<file path="src/rtl/class_vote_aggregator.sv">
// class_vote_aggregator
// Accumulates per-class tree votes over a stream of beats, then scans the
// per-class counters one class per cycle to find the winner (ties resolve to
// the lowest index) and holds the result until it is consumed.
// Optional feature macro: CLASS_VOTE_COUNT_EN adds the res_count output
// carrying the winning vote count.
module class_vote_aggregator #(
  parameter  int N_CLASS   = 6,
  parameter  int MAX_TREES = 15,
  localparam int CNT_W     = $clog2(MAX_TREES + 1),
  localparam int IDX_W     = (N_CLASS > 1) ? $clog2(N_CLASS) : 1
) (
  input  logic               clk,
  input  logic               rst,
  input  logic               vote_valid,
  output logic               vote_ready,
  input  logic [N_CLASS-1:0] vote_hits,
  input  logic               vote_last,
  output logic               res_valid,
  input  logic               res_ready,
  output logic [IDX_W-1:0]   res_class,
  output logic               res_ovf
`ifdef CLASS_VOTE_COUNT_EN
  ,
  output logic [CNT_W-1:0]   res_count
`endif
);

  typedef enum logic [1:0] {
    ACCUM,
    ARGMAX,
    DONE
  } state_e;

  state_e           state_q, state_d;
  logic [CNT_W-1:0] cnt_q [N_CLASS];
  logic [CNT_W-1:0] cnt_d [N_CLASS];
  logic             ovf_q, ovf_d;
  logic [IDX_W-1:0] idx_q, idx_d;
  logic [IDX_W-1:0] best_idx_q, best_idx_d;
  logic [CNT_W-1:0] best_cnt_q, best_cnt_d;
  logic             res_valid_q, res_valid_d;
  logic [IDX_W-1:0] res_class_q, res_class_d;
  logic             res_ovf_q, res_ovf_d;
`ifdef CLASS_VOTE_COUNT_EN
  logic [CNT_W-1:0] res_count_q, res_count_d;
`endif

  logic accept;

  assign vote_ready = (state_q == ACCUM);
  assign accept     = vote_valid && (state_q == ACCUM);
  assign res_valid  = res_valid_q;
  assign res_class  = res_class_q;
  assign res_ovf    = res_ovf_q;
`ifdef CLASS_VOTE_COUNT_EN
  assign res_count  = res_count_q;
`endif

  // Next-state: accumulate votes, sequential argmax scan, result hold/handshake.
  always_comb begin
    state_d     = state_q;
    cnt_d       = cnt_q;
    ovf_d       = ovf_q;
    idx_d       = idx_q;
    best_idx_d  = best_idx_q;
    best_cnt_d  = best_cnt_q;
    res_valid_d = res_valid_q;
    res_class_d = res_class_q;
    res_ovf_d   = res_ovf_q;
`ifdef CLASS_VOTE_COUNT_EN
    res_count_d = res_count_q;
`endif
    unique case (state_q)
      ACCUM: begin
        if (accept) begin
          for (int unsigned k = 0; k < N_CLASS; k++) begin
            if (vote_hits[k]) begin
              if (cnt_q[k] == CNT_W'(MAX_TREES)) begin
                ovf_d = 1'b1;
              end else begin
                cnt_d[k] = cnt_q[k] + CNT_W'(1);
              end
            end
          end
          if (vote_last) begin
            state_d = ARGMAX;
            idx_d   = '0;
          end
        end
      end
      ARGMAX: begin
        if (cnt_q[idx_q] > best_cnt_q) begin
          best_idx_d = idx_q;
          best_cnt_d = cnt_q[idx_q];
        end
        // The result registers load from the post-compare best so the final
        // class is included in the same cycle the scan finishes.
        if (idx_q == IDX_W'(N_CLASS - 1)) begin
          state_d     = DONE;
          res_valid_d = 1'b1;
          res_class_d = best_idx_d;
          res_ovf_d   = ovf_q;
`ifdef CLASS_VOTE_COUNT_EN
          res_count_d = best_cnt_d;
`endif
        end else begin
          idx_d = idx_q + IDX_W'(1);
        end
      end
      DONE: begin
        if (res_ready) begin
          state_d     = ACCUM;
          res_valid_d = 1'b0;
          for (int unsigned k = 0; k < N_CLASS; k++) begin
            cnt_d[k] = '0;
          end
          ovf_d      = 1'b0;
          best_idx_d = '0;
          best_cnt_d = '0;
          idx_d      = '0;
        end
      end
      default: begin
        state_d = ACCUM;
      end
    endcase
  end

  // State and datapath registers; reset discards any partial sample or result.
  always_ff @(posedge clk or posedge rst) begin
    if (rst) begin
      state_q     <= ACCUM;
      for (int unsigned k = 0; k < N_CLASS; k++) begin
        cnt_q[k] <= '0;
      end
      ovf_q       <= 1'b0;
      idx_q       <= '0;
      best_idx_q  <= '0;
      best_cnt_q  <= '0;
      res_valid_q <= 1'b0;
      res_class_q <= '0;
      res_ovf_q   <= 1'b0;
`ifdef CLASS_VOTE_COUNT_EN
      res_count_q <= '0;
`endif
    end else begin
      state_q     <= state_d;
      for (int unsigned k = 0; k < N_CLASS; k++) begin
        cnt_q[k] <= cnt_d[k];
      end
      ovf_q       <= ovf_d;
      idx_q       <= idx_d;
      best_idx_q  <= best_idx_d;
      best_cnt_q  <= best_cnt_d;
      res_valid_q <= res_valid_d;
      res_class_q <= res_class_d;
      res_ovf_q   <= res_ovf_d;
`ifdef CLASS_VOTE_COUNT_EN
      res_count_q <= res_count_d;
`endif
    end
  end

endmodule
</file>
<file path="config.mk">
export PLATFORM = sky130hd
export DESIGN_NAME = class_vote_aggregator
export DESIGN_NICKNAME = d
export VERILOG_FILES = /design/src/rtl/class_vote_aggregator.sv
export SDC_FILE = /design/constraint.sdc
export NUM_CORES = 1
export LEC_CHECK = 0
export ABC_AREA = 1
export BUFFER_PORTS_ARGS = -buffer_cell sky130_fd_sc_hd__buf_2
export CAP_MARGIN = 20
export CORE_MARGIN = 3
export CORE_UTILIZATION = 45
export DETAILED_ROUTE_END_ITERATION = 8
export SYNTH_ARGS = -nofsm -noshare
export SYNTH_HDL_FRONTEND = slang
export SYNTH_SLANG_ARGS = --single-unit
</file>
<file path="constraint.sdc">
create_clock -name clk -period 3.5 [get_ports clk]
set_input_delay 0.7 -clock clk [delete_from_list [all_inputs] [get_ports clk]]
set_output_delay 0.7 -clock clk [all_outputs]
set_load 0.05 [all_outputs]
</file>
==> metrics, run 1 <==
crit start category=flip-flop; Die W=approximately 81 microns; post-layout util=a little over half; worst-path maximum fanout=17; Residual DRC=0; Worst path most repeated cell=nand2_1; RePlAce Congestion=0.790; H-tree depth=2; largest family of logic cells by synthesized area=simple AND/OR/NAND/NOR gates; antenna violations before repair=0; row cnt=26; Num Clock Sinks=42; Largest stage delay, worst path=between 0.6 and 0.7 ns; area added between synthesis and finish=10.3%; Die ar.=~6600 sq um; # fillers=approximately 520; CP cell instances=inv_1, nand2_1, nand3_1, nand2_1, nand2_1, nand2_1, ha_1, a21oi_1, nand2_1, nand3_1, inv_1, nand2_1, nand2_1; commonest non-fill, non-tap cells in the layout=nand2_1, nand3_1, inv_1; largest net degree at the start of global routing=24; worst r2r src=idx_q[0]$_DFFE_PP0P_; drt pass-1 iters=4; adder-cell share of the synthesized area=under 10%; f_max=between 0.4 and 0.5 GHz; commonest non-fill, non-tap cell in the layout=nand2_1; CTS hold repair buffers=0; CTS clock-pin slew for the worst setup and hold paths=approximately 0.090 ns; Period minus WS final=~2.5 ns; synthesized cell area=around 2600 sq um; CP Class=flip-flop to flip-flop; Hold Path Class=input pin to async pin; Ys Warns=0; Slew @ Worst Pin=0.708 ns; Iter 0 DRT Violations=~110; Routed WL=around 5700 microns; Final setup viols=0; Vias=2186; CTS Buf Count=5; GRT Util Overall=19.9%; non-filler cells, final=between 400 and 500; Final #Nets=394; WL per Instance=~13 microns; sequential fraction of the synthesis area=41.1%; Avg Synthesized Cell Area=between 7 and 8 sq um; syn_nets=between 300 and 400; Starting Density=around half; outcome=finished clean; I/O Buffers=16; Synth cell types=24; unrepaired setup endpoints after global routing=no; Skew-Pair Late Insertion Delay=about 0.3 ns; vias in the first global route=~2100; max-cap viol count=0; share of cells above drive strength 1=between 10% and 20%; Slew headroom=52.5%; max-slew violations=0; Yosys reg bits=42; XOR/XNOR Fraction of Synth Area=about 2.1%; CTS tree=built; compound-gate portion of the synthesized area=8.31%; simple-gate portion of the synthesized area=between 30% and 40%; Critical Path AT=between 2 and 3 ns; power per standard cell area=about 1000 nW/um^2; Critical-path top delay cell=dfrtp_1; clock root cell=clkbuf_8; Max VDD drop=roughly 0.46 mV; Layout Skew=approximately 0.011 ns; # resized after CTS=0; Hold Vio Cnt, Final=0; vias per inst=between 4 and 5; Worst Setup End Kind=flip-flop; critical path required time=roughly 3.7 ns; global-route wire length before repair=~10000 microns; Crit. Startpoint=idx_q[0]$_DFFE_PP0P_; total grt overflow=0; # diodes=0; mux share of post-synthesis cell area=0%; Post-Syn Instances=about 350; Detail Placement HPWL=approximately 4400 microns; setup TNS=0 ns; fin crit share=70.3%; core area=between 5000 and 6000 sq um; Die Y-Extent=approximately 80 microns; Post-CTS Setup Bufs=0; Top Ports=17; placed insts=434; Max clock buf depth=2; leak pwr=~1.5 nW; Final ANT Viol Nets=0
==> cell usage after synthesis (all sizes together) <==
cell / count / area [sq um]
nor3: 1 / 16.3
nand4: 2 / 12.5
o21ai: 22 / 110
nand2: 119 / 490
nand3b: 1 / 7.51
buf: 4 / 22.5
a21oi: 13 / 65.1
xor2: 6 / 52.6
o211ai: 4 / 30.0
nand3: 48 / 240
dfrtp: 42 / 1050
nor2: 19 / 86.3
clkinv: 3 / 11.3
ha: 12 / 150
o31ai: 1 / 7.51
or2: 1 / 6.26
inv: 53 / 199
==> report_power, final <==
part | internal [mW] | switching (mW) | leakage (nW)
combinational | 0.513 | 1.04 | 0.977
sequential | 0.718 | 0.217 | 0.510
clock | 0.213 | 0.173 | 0.0514
==> critical path, delay by kind of cell (launching register included) <==
family	cells	cell delay, ns
fa+ha+maj	1	0.26
compound gates	1	0.17
flops	1	0.62
simple gates	9	0.89
buf+inv	2	0.41
==> per-layer routing <==
layer | part of all wire [%] | up-vias | track usage (%)
met5 | 0 | - | 0
met2 | 45 | 26 | 30.3
met1 | 50 | 1000 | 29.2
li1 | - | 1155 | -
met4 | 0.86 | 0 | 5.57
met3 | 4.0 | 5 | 2.99
==> metrics by stage <==
step	setup WS [ns]	power, mW	hold WS, ns	cell area, sq um
final	1.04	2.87	0.415	2820
after global routing	0.724	3.21	0.444	2820
after CTS	1.04	2.90	0.431	2820
after detailed placement	1.06	2.50	0.457	2710
after global placement	1.11	2.48	0.453	2710
after floorplan	1.54	2.14	0.449	2560
==> final timing paths <==
check	endpoint	slack (ns)	cells after the start
min	best_idx_q[0]$_DFFE_PP0P_	0.42	2
max	best_cnt_q[3]$_DFFE_PP0P_	1.04	13
max in group asynchronous	idx_q[0]$_DFFE_PP0P_	2.38	3
max reg2reg	best_cnt_q[3]$_DFFE_PP0P_	1.04	13
min reg2reg	res_ovf$_DFFE_PP0P_	0.48	2
min in group clk	res_ovf$_DFFE_PP0P_	0.48	2
==> sequential cells by signal, summed over array words and instances (netlist names) <==
register,count
state_q,2
res_valid,1
best_idx_q,3
cnt_q,24
ovf_q,1
best_cnt_q,4
idx_q,3
res_class,3
res_ovf,1
==> cell type report <==
cell class,count,area (sq um),share of cell area [%]
clock buffer,6,72.6,2.57
sequential,42,1050,37.3
timing repair buffer,17,87.6,3.10
inverter,56,210,7.45
multi-input combinational,249,1270,45.2
clock inverter,2,37.5,1.33
tap,70,87.6,3.10
==> kinds of logic (layout without fill, tap and decap cells) <==
logic type / after synthesis / after routing
buffers and inverters: 60 / 81
AO/OA/AOI/OAI: 40 / 40
adder cells (fa/ha/maj): 12 / 12
flip-flops: 42 / 42
AND/OR/NAND/NOR: 191 / 191
XOR/XNOR: 6 / 6
No activity file was read; power rests on OpenSTA's default activity.
==> inputs of run 2 (changes only) <==
--- a/config.mk
+++ b/config.mk
@@ -5,7 +5,7 @@
 export SDC_FILE = /design/constraint.sdc
 export NUM_CORES = 1
 export LEC_CHECK = 0
-export ABC_AREA = 1
+export ABC_AREA = 0
 export BUFFER_PORTS_ARGS = -buffer_cell sky130_fd_sc_hd__buf_2
 export CAP_MARGIN = 20
 export CORE_MARGIN = 3
==> constraint.sdc (replaced) <==
create_clock -name clk -period 2.2 [get_ports clk]
set_input_delay 0.44 -clock clk [delete_from_list [all_inputs] [get_ports clk]]
set_output_delay 0.44 -clock clk [all_outputs]
set_load 0.05 [all_outputs]
==> run 2 against run 1 <==
  * The flow now finishes with violations (negative setup slack)
  * Final cell count is 11% lower
  * Setup slack worse by 1.4 ns
  * Combinational power is 110% higher
  * Wire length is 12% higher
  * Sequential power is 47% higher
  * Synthesized cell count is 24% lower
  * Global-route usage is 2.3 points higher
  * Non-clock buffer count is 44 higher
  * Synthesized area is 2.3% lower
  * Hold slack worse by 0.17 ns
  * Final area is 12% higher
  * Clock-buffer cell count is 1 lower
==> metrics, run 2 <==
syn_nets=approximately 290; Synth top area share=around 42%; Critical-path top delay cell=dfrtp_2; unrepaired setup endpoints after global routing=yes; synthesized cell area=between 2000 and 2500 sq um; Vias=~2300; Period minus WS final=roughly 2.6 ns; vias in the first global route=about 2200; total grt overflow=0; fin crit share=118%; global-route wire length before repair=10800 microns; post-route setup slack=-0.399 ns; share of cells above drive strength 1=between 20% and 30%; Max clock buf depth=2; Slew headroom=between 60% and 70%; area added between synthesis and finish=26.4%; flop-to-flop setup slack=-0.40 ns; drt pass-1 iters=4; I/O Buffers=16; Routed WL=~6400 microns; CP bufs+invs=1; Final #Nets=approximately 350; max-slew violations=0; Die ar.=about 6500 sq um; Final ANT Viol Nets=0; RePlAce Congestion=0.854; worst-path maximum fanout=7; antenna violations before repair=0; Max VDD drop=between 0.7 and 0.8 mV; Avg Synthesized Cell Area=between 9 and 10 sq um; ranking of synthesized cells by area=dfrtp_1, mux2i_1, ha_1, o21ai_0, nand3_1; top-count cell post-synth=dfrtp_1; GRT Util Overall=22.2%; Hold Vio Cnt, Final=0; Worst path most repeated cell=mux2_4; CP Class=flip-flop to flip-flop; Yosys reg bits=42; largest reg by FF count=cnt_q; Die W=about 80 microns; Residual DRC=0; Iter 0 DRT Violations=~160; leak pwr=1.45 nW; Skew-Pair Late Insertion Delay=0.31 ns; vias per inst=approximately 5.7; outcome=complete, but fails checks; Critical Path AT=about 2.8 ns; Layout Skew=0.00809 ns; Detail Placement HPWL=approximately 4600 microns; Slew @ Worst Pin=roughly 0.56 ns; failing checks=negative setup slack; clock root cell=clkbuf_8; commonest non-fill, non-tap cell in the layout=buf_4; DP Area=just under 3000 sq um; Hold Path Class=input pin to async pin; CP cell instances=mux2_4, nand3_2, o221ai_2, ha_1, nor2b_4, o211ai_1, a2111oi_4, buf_4, mux2_4; Starting Density=47.7%; Die Y-Extent=approximately 81 microns; Largest stage delay, worst path=0.48 ns; registers with the most flip-flops=cnt_q: 24 flops, best_cnt_q: 4 flops; Async S/R FF share, synth=between 90% and 100%; WL per Instance=~16 microns; core area=5240 sq um; Synth cell types=40; Finished Cell Area=between 3000 and 4000 sq um; ys flop type=dfrtp_1; crit start category=flip-flop; non-filler cells, final=between 300 and 400; Top Ports=17; Final setup viols=10; crit-path leading delay family=compound AO/OA/AOI/OAI gates; largest net degree at the start of global routing=between 40 and 50; CTS clock-pin slew for the worst setup and hold paths=approximately 0.09 ns; Synth area leader=dfrtp_1; Post-Syn Instances=between 200 and 300; Largest register FFs=24; Worst Setup End Kind=flip-flop; # diodes=0; Ys Warns=0; power per standard cell area=roughly 1700 nW/um^2; CTS tree=built; row cnt=26; f_max=around 0.38 GHz; commonest non-fill, non-tap cells in the layout=buf_4, dfrtp_1, nand2_1, o21ai_0, nand3_1; EDFF count, synth=0; Num Clock Sinks=42; Synth top cells by count=dfrtp_1, nand2_1, o21ai_0, nand3_1; CTS Buf Count=5; critical path required time=2.40 ns; placed insts=between 300 and 400; max-cap viol count=0; CTS hold repair buffers=0; H-tree depth=2; sequential fraction of the synthesis area=a little over two fifths
## run 2: what timing repair did
action	4_1_cts	5_1_grt
gates resized for setup	9	4
buffers inserted	2	4
pin swaps	4	4
setup endpoints to repair	10	10
## run 2: kinds of logic after synthesis
group,after synthesis,synth area share [%]
xor+xnor,1,0.350
fa+ha+maj,12,6.01
simple gates,86,17.5
compound gates,74,20.0
mux,23,9.56
buf+inv,28,4.60
flops,42,42.0
## run 2: worst paths after layout
| path | startpoint | depth (start not counted) | endpoint |
|---|---|---|---|
| worst max-delay path | idx_q[1]$_DFFE_PP0P_ | 9 | best_cnt_q[2]$_DFFE_PP0P_ |
| worst min-delay path | rst | 3 | cnt_q[13]$_DFFE_PP0P_ |
| worst max register to register | idx_q[1]$_DFFE_PP0P_ | 9 | best_cnt_q[2]$_DFFE_PP0P_ |
| worst min register to register | ovf_q$_DFFE_PP0P_ | 2 | ovf_q$_DFFE_PP0P_ |
| max in group asynchronous | rst | 3 | idx_q[0]$_DFFE_PP0P_ |
| min in group clk | vote_last | 3 | state_q[0]$_DFFE_PP0P_ |
## run 2: metrics by stage
| stage | hold slack [ns] | setup WS, ns | power (mW) | util, % | setup TNS, ns |
|---|---|---|---|---|---|
| 2_1_floorplan | 0.435 | -0.504 | 3.47 | - | -3.15 |
| 5_1_grt | 0.311 | -0.518 | 5.78 | 60.3 | -3.77 |
| 3_5_place_dp | 0.457 | -0.475 | 4.48 | 56.8 | -3.41 |
| 4_1_cts | 0.278 | -0.359 | 5.21 | 59.4 | -2.28 |
| 6_report | 0.248 | -0.399 | 5.32 | 60.3 | -2.63 |
| 3_3_place_gp | 0.455 | -0.367 | 4.43 | 56.8 | -2.35 |
## run 2: cell type report
class | count | area [sq um]
Fill cell | 458 | 2080
Tap cell | 70 | 87.6
Clock inverter | 3 | 40.0
Inverter | 16 | 60.1
Multi-Input combinational cell | 196 | 1430
Sequential cell | 42 | 1050
Clock buffer | 5 | 68.8
Timing Repair Buffer | 61 | 425
## run 2: metal layers
layer	GRT usage [%]	vias up	wire (microns)
li1	-	1099	-
met1	31.1	1097	3070
met2	35.3	51	2900
met3	4.04	9	310
met4	5.41	0	76
met5	0	-	0
## run 2: worst min-delay path: cells and delay by family
family	cells	cell delay, ns
buffers and inverters	3	0.58
## run 2: report_power, final
group          internal (mW)  total [mW]  switching, mW  leakage [nW]
logic                   1.61        3.32           1.71         0.881
registers               1.11        1.37          0.266         0.510
clock network          0.335       0.632          0.297        0.0579
